`config.mk`:
```
export PLATFORM = sky130hd
export DESIGN_NAME = dm_arbiter
export DESIGN_NICKNAME = d
export VERILOG_FILES = /design/src/rtl/dm_arb_pkg.sv /design/src/rtl/dm_ptr_lut.sv /design/src/rtl/dm_arbiter.sv
export SDC_FILE = /design/constraint.sdc
export NUM_CORES = 1
export LEC_CHECK = 0
export CAP_MARGIN = 25
export CORE_ASPECT_RATIO = 0.6
export CORE_MARGIN = 10
export CORE_UTILIZATION = 41
export CTS_BUF_LIST = sky130_fd_sc_hd__clkbuf_4 sky130_fd_sc_hd__clkbuf_8
export CTS_CLUSTER_SIZE = 8
export DETAILED_ROUTE_END_ITERATION = 6
export PLACE_DENSITY = 0.91
export SLEW_MARGIN = 20
export SYNTH_ARGS = -nofsm -noshare
export SYNTH_HDL_FRONTEND = slang
export SYNTH_SLANG_ARGS = --single-unit
```
`constraint.sdc`:
```
create_clock -name clk -period 1.9 [get_ports clk]
set_clock_uncertainty 0.1 [all_clocks]
set_input_delay 0.19 -clock clk [delete_from_list [all_inputs] [get_ports clk]]
set_output_delay 0.19 -clock clk [all_outputs]
set_load 0.01 [all_outputs]
```
`src/rtl/dm_arb_pkg.sv`:
```
// Shared types and constants for the data-memory arbiter: FSM state encoding,
// pointer LUT contents and default widths.
package dm_arb_pkg;

  localparam int PTR_W_DEF = 8;
  localparam int AW_DEF    = 8;
  localparam int DW_DEF    = 8;

  // Pointers 0..LUT_ENTRIES-1 map to LUT_ADR[ptr]; everything else goes to LUT_OOR_ADR.
  localparam int LUT_ENTRIES = 5;
  localparam int LUT_ADR [LUT_ENTRIES] = '{1, 2, 3, 4, 5};
  localparam int LUT_OOR_ADR = 0;

  typedef enum logic [1:0] {
    ST_IDLE   = 2'd0,
    ST_ACCESS = 2'd1,
    ST_WAIT   = 2'd2
  } state_e;

endpackage

```
`src/rtl/dm_ptr_lut.sv`:
```
// Combinational pointer-to-address translation with an in-range flag;
// out-of-range pointers resolve to the fallback address.
module dm_ptr_lut
  import dm_arb_pkg::*;
#(
  parameter int PTR_W = PTR_W_DEF,
  parameter int AW    = AW_DEF
) (
  input  logic [PTR_W-1:0] ptr,
  output logic [AW-1:0]    adr,
  output logic             in_range
);

  always_comb begin
    adr      = AW'(LUT_OOR_ADR);
    in_range = 1'b0;
    for (int i = 0; i < LUT_ENTRIES; i++) begin
      if (ptr == PTR_W'(i)) begin
        adr      = AW'(LUT_ADR[i]);
        in_range = 1'b1;
      end
    end
  end

endmodule

```
`src/rtl/dm_arbiter.sv`:
```
// Two-port arbiter/sequencer for the single-ported data memory.
// Build option: DM_ARB_RR_EN selects round-robin tie-break (else port 0 wins ties).
module dm_arbiter
  import dm_arb_pkg::*;
#(
  parameter int PTR_W = PTR_W_DEF,
  parameter int AW    = AW_DEF,
  parameter int DW    = DW_DEF
) (
  input  logic             clk,
  input  logic             reset_n,
  input  logic             req0_valid,
  output logic             req0_ready,
  input  logic             req0_we,
  input  logic [PTR_W-1:0] req0_ptr,
  input  logic [DW-1:0]    req0_wdata,
  input  logic             req1_valid,
  output logic             req1_ready,
  input  logic             req1_we,
  input  logic [PTR_W-1:0] req1_ptr,
  input  logic [DW-1:0]    req1_wdata,
  output logic             rsp0_valid,
  output logic [DW-1:0]    rsp0_rdata,
  output logic             rsp0_err,
  output logic             rsp1_valid,
  output logic [DW-1:0]    rsp1_rdata,
  output logic             rsp1_err,
  output logic [AW-1:0]    dm_adr,
  output logic             dm_we,
  output logic [DW-1:0]    dm_wdata,
  input  logic [DW-1:0]    dm_rdata,
  output state_e           dbg_state
);

  // Handshake: a request transfers on the rising edge where reqk_valid && reqk_ready.
  // Ready is combinational from valid, high only in IDLE and for at most one port.

  state_e          state_q, state_d;
  logic            gnt_q, gnt_d;
  logic            we_q, we_d;
  logic            err_q, err_d;
  logic [AW-1:0]   dm_adr_q, dm_adr_d;
  logic            dm_we_q, dm_we_d;
  logic [DW-1:0]   dm_wdata_q, dm_wdata_d;
  logic            rsp0_valid_q, rsp0_valid_d;
  logic            rsp1_valid_q, rsp1_valid_d;
  logic [DW-1:0]   rsp0_rdata_q, rsp0_rdata_d;
  logic [DW-1:0]   rsp1_rdata_q, rsp1_rdata_d;
  logic            rsp0_err_q, rsp0_err_d;
  logic            rsp1_err_q, rsp1_err_d;

  logic            any_req;
  logic            win;
  logic            tie_win;
  logic [PTR_W-1:0] win_ptr;
  logic [AW-1:0]   lut_adr;
  logic            lut_in_range;
  logic [DW-1:0]   rdata_cap;

`ifdef DM_ARB_RR_EN
  logic last_gnt_q, last_gnt_d;
  // The port that was not granted most recently wins a tie.
  assign tie_win = ~last_gnt_q;
`else
  assign tie_win = 1'b0;
`endif

  always_comb begin
    any_req = req0_valid | req1_valid;
    win     = (req0_valid && req1_valid) ? tie_win : req1_valid;
    win_ptr = win ? req1_ptr : req0_ptr;
  end

  assign req0_ready = (state_q == ST_IDLE) && any_req && !win;
  assign req1_ready = (state_q == ST_IDLE) && any_req && win;

  dm_ptr_lut #(
    .PTR_W (PTR_W),
    .AW    (AW)
  ) u_lut (
    .ptr      (win_ptr),
    .adr      (lut_adr),
    .in_range (lut_in_range)
  );

  always_comb begin
    state_d      = state_q;
    gnt_d        = gnt_q;
    we_d         = we_q;
    err_d        = err_q;
    dm_adr_d     = dm_adr_q;
    dm_we_d      = dm_we_q;
    dm_wdata_d   = dm_wdata_q;
    rsp0_valid_d = 1'b0;
    rsp1_valid_d = 1'b0;
    rsp0_rdata_d = rsp0_rdata_q;
    rsp1_rdata_d = rsp1_rdata_q;
    rsp0_err_d   = rsp0_err_q;
    rsp1_err_d   = rsp1_err_q;
`ifdef DM_ARB_RR_EN
    last_gnt_d   = last_gnt_q;
`endif
    rdata_cap    = we_q ? '0 : dm_rdata;

    case (state_q)
      ST_IDLE: begin
        if (any_req) begin
          gnt_d      = win;
          we_d       = win ? req1_we : req0_we;
          err_d      = !lut_in_range;
          dm_adr_d   = lut_adr;
          dm_we_d    = win ? req1_we : req0_we;
          dm_wdata_d = win ? req1_wdata : req0_wdata;
`ifdef DM_ARB_RR_EN
          last_gnt_d = win;
`endif
          state_d    = ST_ACCESS;
        end
      end
      ST_ACCESS: begin
        // The store commits on this edge, so the strobe drops with it.
        dm_we_d = 1'b0;
        state_d = ST_WAIT;
      end
      ST_WAIT: begin
        if (gnt_q) begin
          rsp1_valid_d = 1'b1;
          rsp1_rdata_d = rdata_cap;
          rsp1_err_d   = err_q;
        end else begin
          rsp0_valid_d = 1'b1;
          rsp0_rdata_d = rdata_cap;
          rsp0_err_d   = err_q;
        end
        state_d = ST_IDLE;
      end
      default: state_d = ST_IDLE;
    endcase
  end

  always_ff @(posedge clk or negedge reset_n) begin
    if (!reset_n) begin
      state_q      <= ST_IDLE;
      gnt_q        <= 1'b0;
      we_q         <= 1'b0;
      err_q        <= 1'b0;
      dm_adr_q     <= '0;
      dm_we_q      <= 1'b0;
      dm_wdata_q   <= '0;
      rsp0_valid_q <= 1'b0;
      rsp1_valid_q <= 1'b0;
      rsp0_rdata_q <= '0;
      rsp1_rdata_q <= '0;
      rsp0_err_q   <= 1'b0;
      rsp1_err_q   <= 1'b0;
    end else begin
      state_q      <= state_d;
      gnt_q        <= gnt_d;
      we_q         <= we_d;
      err_q        <= err_d;
      dm_adr_q     <= dm_adr_d;
      dm_we_q      <= dm_we_d;
      dm_wdata_q   <= dm_wdata_d;
      rsp0_valid_q <= rsp0_valid_d;
      rsp1_valid_q <= rsp1_valid_d;
      rsp0_rdata_q <= rsp0_rdata_d;
      rsp1_rdata_q <= rsp1_rdata_d;
      rsp0_err_q   <= rsp0_err_d;
      rsp1_err_q   <= rsp1_err_d;
    end
  end

`ifdef DM_ARB_RR_EN
  always_ff @(posedge clk or negedge reset_n) begin
    if (!reset_n) begin
      last_gnt_q <= 1'b1;
    end else begin
      last_gnt_q <= last_gnt_d;
    end
  end
`endif

  assign dm_adr     = dm_adr_q;
  assign dm_we      = dm_we_q;
  assign dm_wdata   = dm_wdata_q;
  assign rsp0_valid = rsp0_valid_q;
  assign rsp1_valid = rsp1_valid_q;
  assign rsp0_rdata = rsp0_rdata_q;
  assign rsp1_rdata = rsp1_rdata_q;
  assign rsp0_err   = rsp0_err_q;
  assign rsp1_err   = rsp1_err_q;
  assign dbg_state  = state_q;

endmodule

```
==> Word level (Yosys, flattened, before mapping) <==
Index checks and enable logic that the tools add are counted.
{ "word_totals": {"out_inout_bits": 41, "elab_cells": 58, "reg_bits": 42} }
{ "op_classes": {"n_bitwise": 2, "n_eq_ne": 7, "reduce_logical": 13, "mux": 23} }
{ "op_table": {"columns": ["op", "n"], "rows": [
  ["2-to-1 mux 8 bit", 3],
  ["== test 8 x 2 -> 1 bit (second input constant)", 2],
  ["2-to-1 mux 1 bit", 13],
  ["== test 8 x 1 -> 1 bit (second input constant)", 1],
  ["== test 8 x 3 -> 1 bit (second input constant)", 1],
  ["logical NOT 8 bit", 1],
  ["AND reduction 2 bit", 4],
  ["2-to-1 mux 2 bit", 3],
  ["2-to-1 mux 3 bit", 2],
  ["logical AND 1 bit", 4],
  ["one-hot mux 2 bit (2 select lines)", 1],
  ["== test 2 x 1 -> 1 bit (second input constant)", 1],
  ["== test 2 bit (second input constant)", 1],
  ["logical NOT 1 bit", 2],
  ["logical NOT 2 bit", 1],
  ["inequality test 2 bit (second input constant)", 1],
  ["one-hot mux 1 bit (2 select lines)", 1],
  ["nonzero test 2 bit", 1],
  ["inverter 1 bit", 1],
  ["OR 1 bit", 1]
]} }

==> Logic depth before layout (Yosys ltp) <==
Gate-level depths: netlist of the first run.
{ "depth": {"depth_word": 10, "depth_mapped": 5, "depth_no_buf": 5} }

==> Hierarchy <==
From an unflattened synthesis of the first run, not the netlist that was laid out.
{ "unflattened": {"cells_unflattened": 158, "hier_area_um2": 1864.3} }
{ "by_module_without_submodules": {"columns": ["mod", "area_each_um2", "cells_each", "instances", "seq_area_each_um2"], "rows": [
  ["dm_arbiter", 1745.4, 143, 1, 1051.0],
  ["dm_ptr_lut", 118.9, 15, 1, 0.0]
]} }

==> Worst setup path after synthesis of the first run <==
No wires, ideal clock.
{ "synth_timing": {"path_type": "register to register", "start": "reg state_q[0] (netlist: dbg_state[0])", "end": "reg rsp0_rdata_q[6] (netlist: rsp0_rdata[6])", "slack_ps": 445, "synth_period_minus_slack_ps": 1455, "path_stages_with_launch": 6, "arrival_time_ps": 1231, "path_buffers": 2, "setup_ps": 123, "path_cell_list": "dfrtp_1 > or3b_1 > buf_2 > buf_2 > nand2_1 > o21ai_1"} }
{ "synth_via": {"elab_chain_len": 2} }
{ "synth_lines": {"columns": ["element", "line_no", "text"], "rows": [
  ["start: declaration", "dm_arbiter.sv:38", "state_e state_q, state_d;"],
  ["start signal: assignment", "dm_arbiter.sv:157", "state_q <= state_d;"],
  ["== test 2 bit", "dm_arbiter.sv:105", "case (state_q)"],
  ["AND reduction 2 bit (no source line)", null, null],
  ["end signal: assignment", "dm_arbiter.sv:166", "rsp0_rdata_q <= rsp0_rdata_d;"],
  ["end: declaration", "dm_arbiter.sv:47", "logic [DW-1:0] rsp0_rdata_q, rsp0_rdata_d;"]
]} }
No other way between the ends.
A chain may end at the register's enable or synchronous reset.

==> Worst setup path after layout of the first run <==
{ "layout_timing": {"start": "reg state_q[1] (netlist: dbg_state[1])", "end": "out req0_ready"} }
{ "layout_via": {"elab_chain_len": 3} }
{ "layout_lines": {"columns": ["element", "line_no", "text"], "rows": [
  ["logical NOT 2 bit", "dm_arbiter.sv:74", "assign req0_ready = (state_q == ST_IDLE) && any_req && !win;"],
  ["logical AND 1 bit (2 in a row)", "dm_arbiter.sv:74", null],
  ["end: declaration", "dm_arbiter.sv:13", "output logic req0_ready,"]
]} }
No other way between the ends.

==> impl_metrics.yaml, run 1 <==
outcome:
  outcome: "finished clean"
place:
  gp_congestion: 0.735
  port-buffer-count: 81
  dp.cells: 289
  place_ws_ns: -0.0359
  dp_hpwl_mm: 3.95
power:
  total_leakage_power_nw: 1.20
  power_density_nw_per_um2: 1450
  p_total_mw: 3.84
  ir_drop_uv: 795
yosys:
  syn-instance-count: 161
  ys_ff_latch: 37
  syn-cell-area_um2: 1670
  synth_ff_type: "dfrtp_1"
  ys_types: 35
  syn_avg_cell_area_um2: 10.3
  synth_edf_count: 0
  seq_area_frac_synth_pct: 55.6
  ys_async_sr_fraction_pct: 100
  synth_warnings: 0
sta:
  rsz0062_at_grt: "false"
  layout_setup_ws_ns: 0.259
  fmax_ghz: 0.609
  tightest_slew_ns: 0.643
  slew_headroom_pct: 57.0
  fin_crit_ns: 1.64
  finalCritPeriodShare_pct: 86.4
  finalMaxSlewViolations: 0
  setup_viol: 0
  hold_viol: 0
  whs_ns: 0.364
global_route:
  overflow: 0
  grt_pass1_vias: 1531
  grt_antenna_before_repair: 0
  grt_max_degree: 38
  grt_pass1_wl_mm: 7.60
  grtUsageTotal_pct: 13.3
clock_network:
  clk_pin_slew_ns: 0.07
  clock_latency_ns: 0.29
  htreeDepth: 2
  cts_made_buffers: 5
  cts_root_buf: "clkbuf_8"
  cts_tree: "built"
  cts_sinks: 37
  clk_path_buf_depth: 2
drt:
  drc: 0
  num_vias: 1461
  drt_iter0_markers: 50
  viasPerCell: 4.90
  dr.pass1.iters: 4
  antenna_left: 0
  routedWlPerCell_um: 16.2
  drt-total-wl_mm: 4.83
final_layout:
  fillers: 303
  nNetsFinal: 296
  multiInputGateArea_um2: 681
  final_util_pct: 70.2
  layout_common_cells: "78 x clkdlybuf4s50_1, 39 x nand2_1, 37 x dfrtp_1, 10 x o21ai_1"
  syn2layout_area_growth_pct: 59.7
  layout.cells.non_filler: 298
  drive_gt1_share_pct: 9.16
  final_common_cell: "clkdlybuf4s50_1"
  antennaDiodeCount: 0
  seq_area_um2: 926
hold_path:
  hold_class: "in2async"
floorplan:
  initial_core_util_pct: 44.0
  rows: 17
  die_x_um: 102
  fp.coreArea_um2: 3790
  top_level_ports: 87
  die_h_um: 69.4
  dieArea_um2: 7090
setup_path:
  critPathMaxFanout: 6
  cp.arrival_ns: 1.35
  cp-start-kind: "flop"
  cp.required_ns: 1.61
  worstSetupPathType: "reg2out"
  critPathCaptureType: "output port"
job:
  cap_violations: 0
==> state kept, by name, indices dropped and copies added, names as in the netlist <==
signal,flops
dm_we,1
dm_adr,3
err_q,1
rsp0_valid,1
rsp1_valid,1
rsp1_err,1
dm_wdata,8
gnt_q,1
we_q,1
rsp0_err,1
rsp0_rdata,8
rsp1_rdata,8
dbg_state,2
==> logic make-up (layout without fill, tap and decap cells) <==
family | after synthesis | after routing | synth area share, %
simple gates | 68 | 68 | 22.7
compound gates | 37 | 37 | 14.5
other cells | 1 | 5 | 0.225
xor+xnor | 1 | 1 | 0.526
flops | 37 | 37 | 55.6
mux | 3 | 3 | 2.03
buf+inv | 14 | 100 | 4.43
==> path summary, 6_finish.rpt <==
check | startpoint | end | slack [ns] | cells past startpoint
setup / recovery | dbg_state[1] | req0_ready | 0.26 | 3
hold / removal | reset_n | rsp0_rdata[1] | 0.36 | 3
setup reg to reg | dbg_state[0] | rsp1_rdata[6] | 0.32 | 3
hold reg to reg | dm_wdata[4] | dm_wdata[4] | 0.37 | 2
max in group asynchronous | reset_n | dm_adr[2] | 1.02 | 3
min in group clk | dm_wdata[4] | dm_wdata[4] | 0.37 | 2
==> power by group <==
part	internal [mW]	leakage [nW]	total [mW]	switching [mW]
sequential	1.15	0.469	1.39	0.236
combinational	0.952	0.667	1.74	0.792
clock	0.442	0.0619	0.709	0.267
==> critical path, cell delays in order, from the launching register on <==
cell	delay, ns
dfrtp_1	0.45
nor2_1	0.16
and2_1	0.17
dlygate4sd2_1	0.29
==> per-layer routing <==
layer / GRT usage, % / vias up / wire length [um]
met2: 21.3 / 51 / 2250
li1: - / 723 / -
met3: 6.55 / 5 / 528
met4: 4.17 / 0 / 51
met5: 0 / - / 0
met1: 15.2 / 682 / 2000
==> through the flow <==
stage / area (um^2) / TNS, ns
after floorplan: 1680 / 0
after global placement: 2530 / 0
after detailed placement: 2530 / -0.0523
after CTS: 2660 / 0
after global routing: 2660 / 0
final: 2660 / 0
==> repair_timing <==
action,CTS,global route
buffers inserted,0,0
resized for setup,2,0
hold buffers,1,0
endpoints found under the hold margin,37,0
setup endpoints to repair,2,0
==> cells in the mapped netlist, types with 3 or more instances <==
library cell	instances	area (um^2)
nor2_1	4	15.0
o21ai_1	10	50.1
clkbuf_1	3	11.3
nand2_1	39	146
nand2b_1	8	50.1
dfrtp_1	37	926
o21ai_0	8	40.0
inv_1	4	15.0
a21o_1	3	22.5
buf_4	5	37.5
a22oi_1	8	60.1
==> cell type report <==
cell class | instances | share of cell area [%]
flip-flops and latches | 37 | 34.8
clock inverters | 1 | 1.13
multi-input cells | 114 | 25.6
well taps | 47 | 2.21
inverters | 4 | 0.565
repair buffers | 88 | 32.3
clock buffers | 7 | 3.39
(Power assumes the default switching activity.)
==> run 2, diff against run 1 <==
--- a/config.mk
+++ b/config.mk
@@ -12,8 +12,10 @@
 export CTS_BUF_LIST = sky130_fd_sc_hd__clkbuf_4 sky130_fd_sc_hd__clkbuf_8
 export CTS_CLUSTER_SIZE = 8
 export DETAILED_ROUTE_END_ITERATION = 6
+export GPL_ROUTABILITY_DRIVEN = 0
 export PLACE_DENSITY = 0.91
 export SLEW_MARGIN = 20
 export SYNTH_ARGS = -nofsm -noshare
 export SYNTH_HDL_FRONTEND = slang
 export SYNTH_SLANG_ARGS = --single-unit
+export TNS_END_PERCENT = 30
==> results of run 2 <==
No change in the layout: final DEF, timing and power equal those of run 1.
==> run 3, diff against run 2 <==
--- a/config.mk
+++ b/config.mk
@@ -8,14 +8,15 @@
 export CAP_MARGIN = 25
 export CORE_ASPECT_RATIO = 0.6
 export CORE_MARGIN = 10
-export CORE_UTILIZATION = 41
+export CORE_UTILIZATION = 42
 export CTS_BUF_LIST = sky130_fd_sc_hd__clkbuf_4 sky130_fd_sc_hd__clkbuf_8
 export CTS_CLUSTER_SIZE = 8
 export DETAILED_ROUTE_END_ITERATION = 6
 export GPL_ROUTABILITY_DRIVEN = 0
-export PLACE_DENSITY = 0.91
+export PLACE_DENSITY = 0.84
 export SLEW_MARGIN = 20
 export SYNTH_ARGS = -nofsm -noshare
 export SYNTH_HDL_FRONTEND = slang
+export SYNTH_HIERARCHICAL = 1
 export SYNTH_SLANG_ARGS = --single-unit
 export TNS_END_PERCENT = 30
==> run 3 against run 2 <==
  * Die area up 7.0%
  * Combinational power increased by 6%
  * Total power increased by 1.9%
  * Utilization up 2.3 points
  * Count of clock-buffer cells in the layout decreased by 1
  * Cell area up 14%
  * Global-route usage grew 0.49 points
  * Synthesized cell count is 1.9% lower
  * Worst hold slack worse by 0.044 ns
  * Register-to-register slack worse by 0.07 ns
  * Synthesized area increased by 12%
  * Critical path type is now in2reg
  * Highest routed layer unchanged
==> impl_metrics.yaml, run 3 <==
outcome:
  outcome: "finished clean"
global_route:
  grt_max_degree: 27
  grt_antenna_before_repair: 0
  grt_pass1_wl_mm: 8.57
  grt_pass1_vias: 1717
  overflow: 0
  grtUsageTotal_pct: 13.8
place:
  port-buffer-count: 86
  dp_hpwl_mm: 4.20
  post_dp_cell_area_um2: 2890
setup_path:
  worst-path-buf-inv: 1
  cp-start-kind: "primary input"
  path_delay_family: "simple AND/OR/NAND/NOR gates"
  crit_path_top_delay_cell: "or4_4"
  cp.required_ns: 2.03
  critPathCaptureType: "flop"
  critPathMaxFanout: 6
  path_cells: "dlygate4sd2_1, nand2b_4, mux2_4, or4_4, a2111oi_4, mux2_4"
  worstSetupPathType: "in2reg"
  cp.arrival_ns: 2.00
  path_common_cell: "mux2_4"
  max_stage_delay_ns: 0.58
yosys:
  synth_compound_area_share_pct: 12.3
  ys_ff_latch: 42
  synth_most_common_cell: "dfrtp_1"
  synthMuxAreaShare_pct: 10.9
  seq_area_frac_synth_pct: 56.4
  synth_top_area_share_pct: 56.4
  syn-instance-count: 158
  synth_ff_type: "dfrtp_1"
  synth_top_cells_by_area: "dfrtp_1 56%, mux2_2 11%, o21ai_0 4.8%"
  synth_top_area_cell: "dfrtp_1"
  syn-cell-area_um2: 1860
  synth_common_cells: "42 x dfrtp_1, 18 x mux2_2, 18 x o21ai_0"
  synth_top_family_by_area: "simple AND/OR/NAND/NOR gates"
  synth_edf_count: 0
  synth_xor_area_share_pct: 0.470
  synthSimpleGateAreaFrac_pct: 15.1
  synthAdderAreaFrac_pct: 0
  syn_avg_cell_area_um2: 11.8
  ys_types: 33
  ys_async_sr_fraction_pct: 100
  synth_warnings: 6
sta:
  hold_viol: 0
  rsz0062_at_grt: "false"
  finalMaxSlewViolations: 0
  tightest_slew_ns: 0.566
  tns_ns: 0
  fin_crit_ns: 1.87
  whs_ns: 0.319
  slew_headroom_pct: 62.3
  finalCritPeriodShare_pct: 98.5
  setup_viol: 0
  fmax_ghz: 0.534
drt:
  drt_iter0_markers: 60
  drc: 0
  antenna_left: 0
  dr.pass1.iters: 4
  routedWlPerCell_um: 15.7
  drt-total-wl_mm: 5.12
  num_vias: 1571
  viasPerCell: 4.80
final_layout:
  fin_area_um2: 3040
  fillers: 315
  drive_gt1_share_pct: 21.7
  final_common_cell: "clkdlybuf4s50_1"
  syn2layout_area_growth_pct: 63.0
  seq_area_um2: 1050
  layout_common_cells: "81 x clkdlybuf4s50_1, 42 x dfrtp_1, 19 x buf_4, 18 x o21ai_0, 16 x nand2_1"
  multiInputGateArea_um2: 785
  nNetsFinal: 312
  antennaDiodeCount: 0
  final_util_pct: 72.6
floorplan:
  rows: 18
  initial_core_util_pct: 44.5
  top_level_ports: 87
  die_x_um: 106
  die_h_um: 71.6
  fp.coreArea_um2: 4190
  dieArea_um2: 7590
clock_network:
  htreeDepth: 2
  clk_pin_slew_ns: 0.08
  clk_path_buf_depth: 2
  cts_made_buffers: 5
  cts_sinks: 42
  cts_root_buf: "clkbuf_8"
  cts_tree: "built"
  clock_latency_ns: 0.29
power:
  total_leakage_power_nw: 1.34
  ir_drop_uv: 628
  power_density_nw_per_um2: 1290
hold_path:
  hold_class: "in2async"
job:
  cap_violations: 0
==> run 3: changes by cell type after synthesis, sizes merged, moves of 3 or more <==
cell / before / now
a22oi: 8 / 0
nand2: 39 / 16
and2: 2 / 8
a221o: 0 / 8
dfrtp: 37 / 42
mux2: 0 / 18
mux2i: 3 / 0
==> run 3: path summary, 6_finish.rpt <==
| path | depth (start not counted) | from | slack, ns | endpoint |
|---|---|---|---|---|
| setup / recovery | 6 | req0_valid | 0.03 | dm_adr[0] |
| hold / removal | 2 | reset_n | 0.32 | dm_adr[6] |
| setup reg to reg | 4 | dbg_state[1] | 0.25 | dm_adr[1] |
| hold reg to reg | 2 | rsp0_rdata[6] | 0.38 | rsp0_rdata[6] |
| max in group asynchronous | 3 | reset_n | 0.74 | dm_wdata[6] |
| min in group clk | 3 | dm_rdata[3] | 0.38 | rsp0_rdata[3] |
==> run 3: final cells by class <==
| class | count | area share [%] |
|---|---|---|
| sequential | 42 | 34.6 |
| timing repair buffer | 107 | 33.4 |
| multi-input combinational | 105 | 25.8 |
| clock buffer | 6 | 2.72 |
| tap | 60 | 2.47 |
| inverter | 5 | 0.618 |
| clock inverter | 2 | 0.412 |
==> run 3: per-layer routing <==
metal  track usage, %  vias to the layer above  wire length, um
met4             3.44                        0               23
met3             7.68                        4              561
met1             16.3                      746             2200
li1                 -                      758                -
met5                0                        -                0
met2             21.5                       63             2340
==> run 3: cell families after synthesis <==
| kind of cell | Yosys count |
|---|---|
| XOR/XNOR | 1 |
| other | 1 |
| buffers and inverters | 15 |
| flip-flops | 42 |
| AND/OR/NAND/NOR | 48 |
| multiplexers | 18 |
| AO/OA/AOI/OAI | 33 |
==> run 3: repair_timing <==
item                                   4_1_cts  5_1_grt
hold buffers                                 1        0
gates resized for setup                     11        0
setup endpoints to repair                    6        0
buffers inserted                             2        0
endpoints found under the hold margin       25        0
==> run 3: report_power, final <==
part / internal, mW / switching [mW]
Clock: 0.292 / 0.298
Sequential: 1.25 / 0.220
Combinational: 1.09 / 0.758
==> run 3: per-stage QoR <==
| step | power [mW] | cells | setup WS [ns] |
|---|---|---|---|
| 5_1_grt | 4.20 | 327 | 0.0130 |
| 2_1_floorplan | 2.29 | 162 | 0.0535 |
| 3_3_place_gp | 3.32 | 316 | -0.538 |
| 3_5_place_dp | 3.37 | 316 | -0.566 |
| 4_1_cts | 3.97 | 327 | 0.0479 |
| 6_report | 3.91 | 327 | 0.0290 |
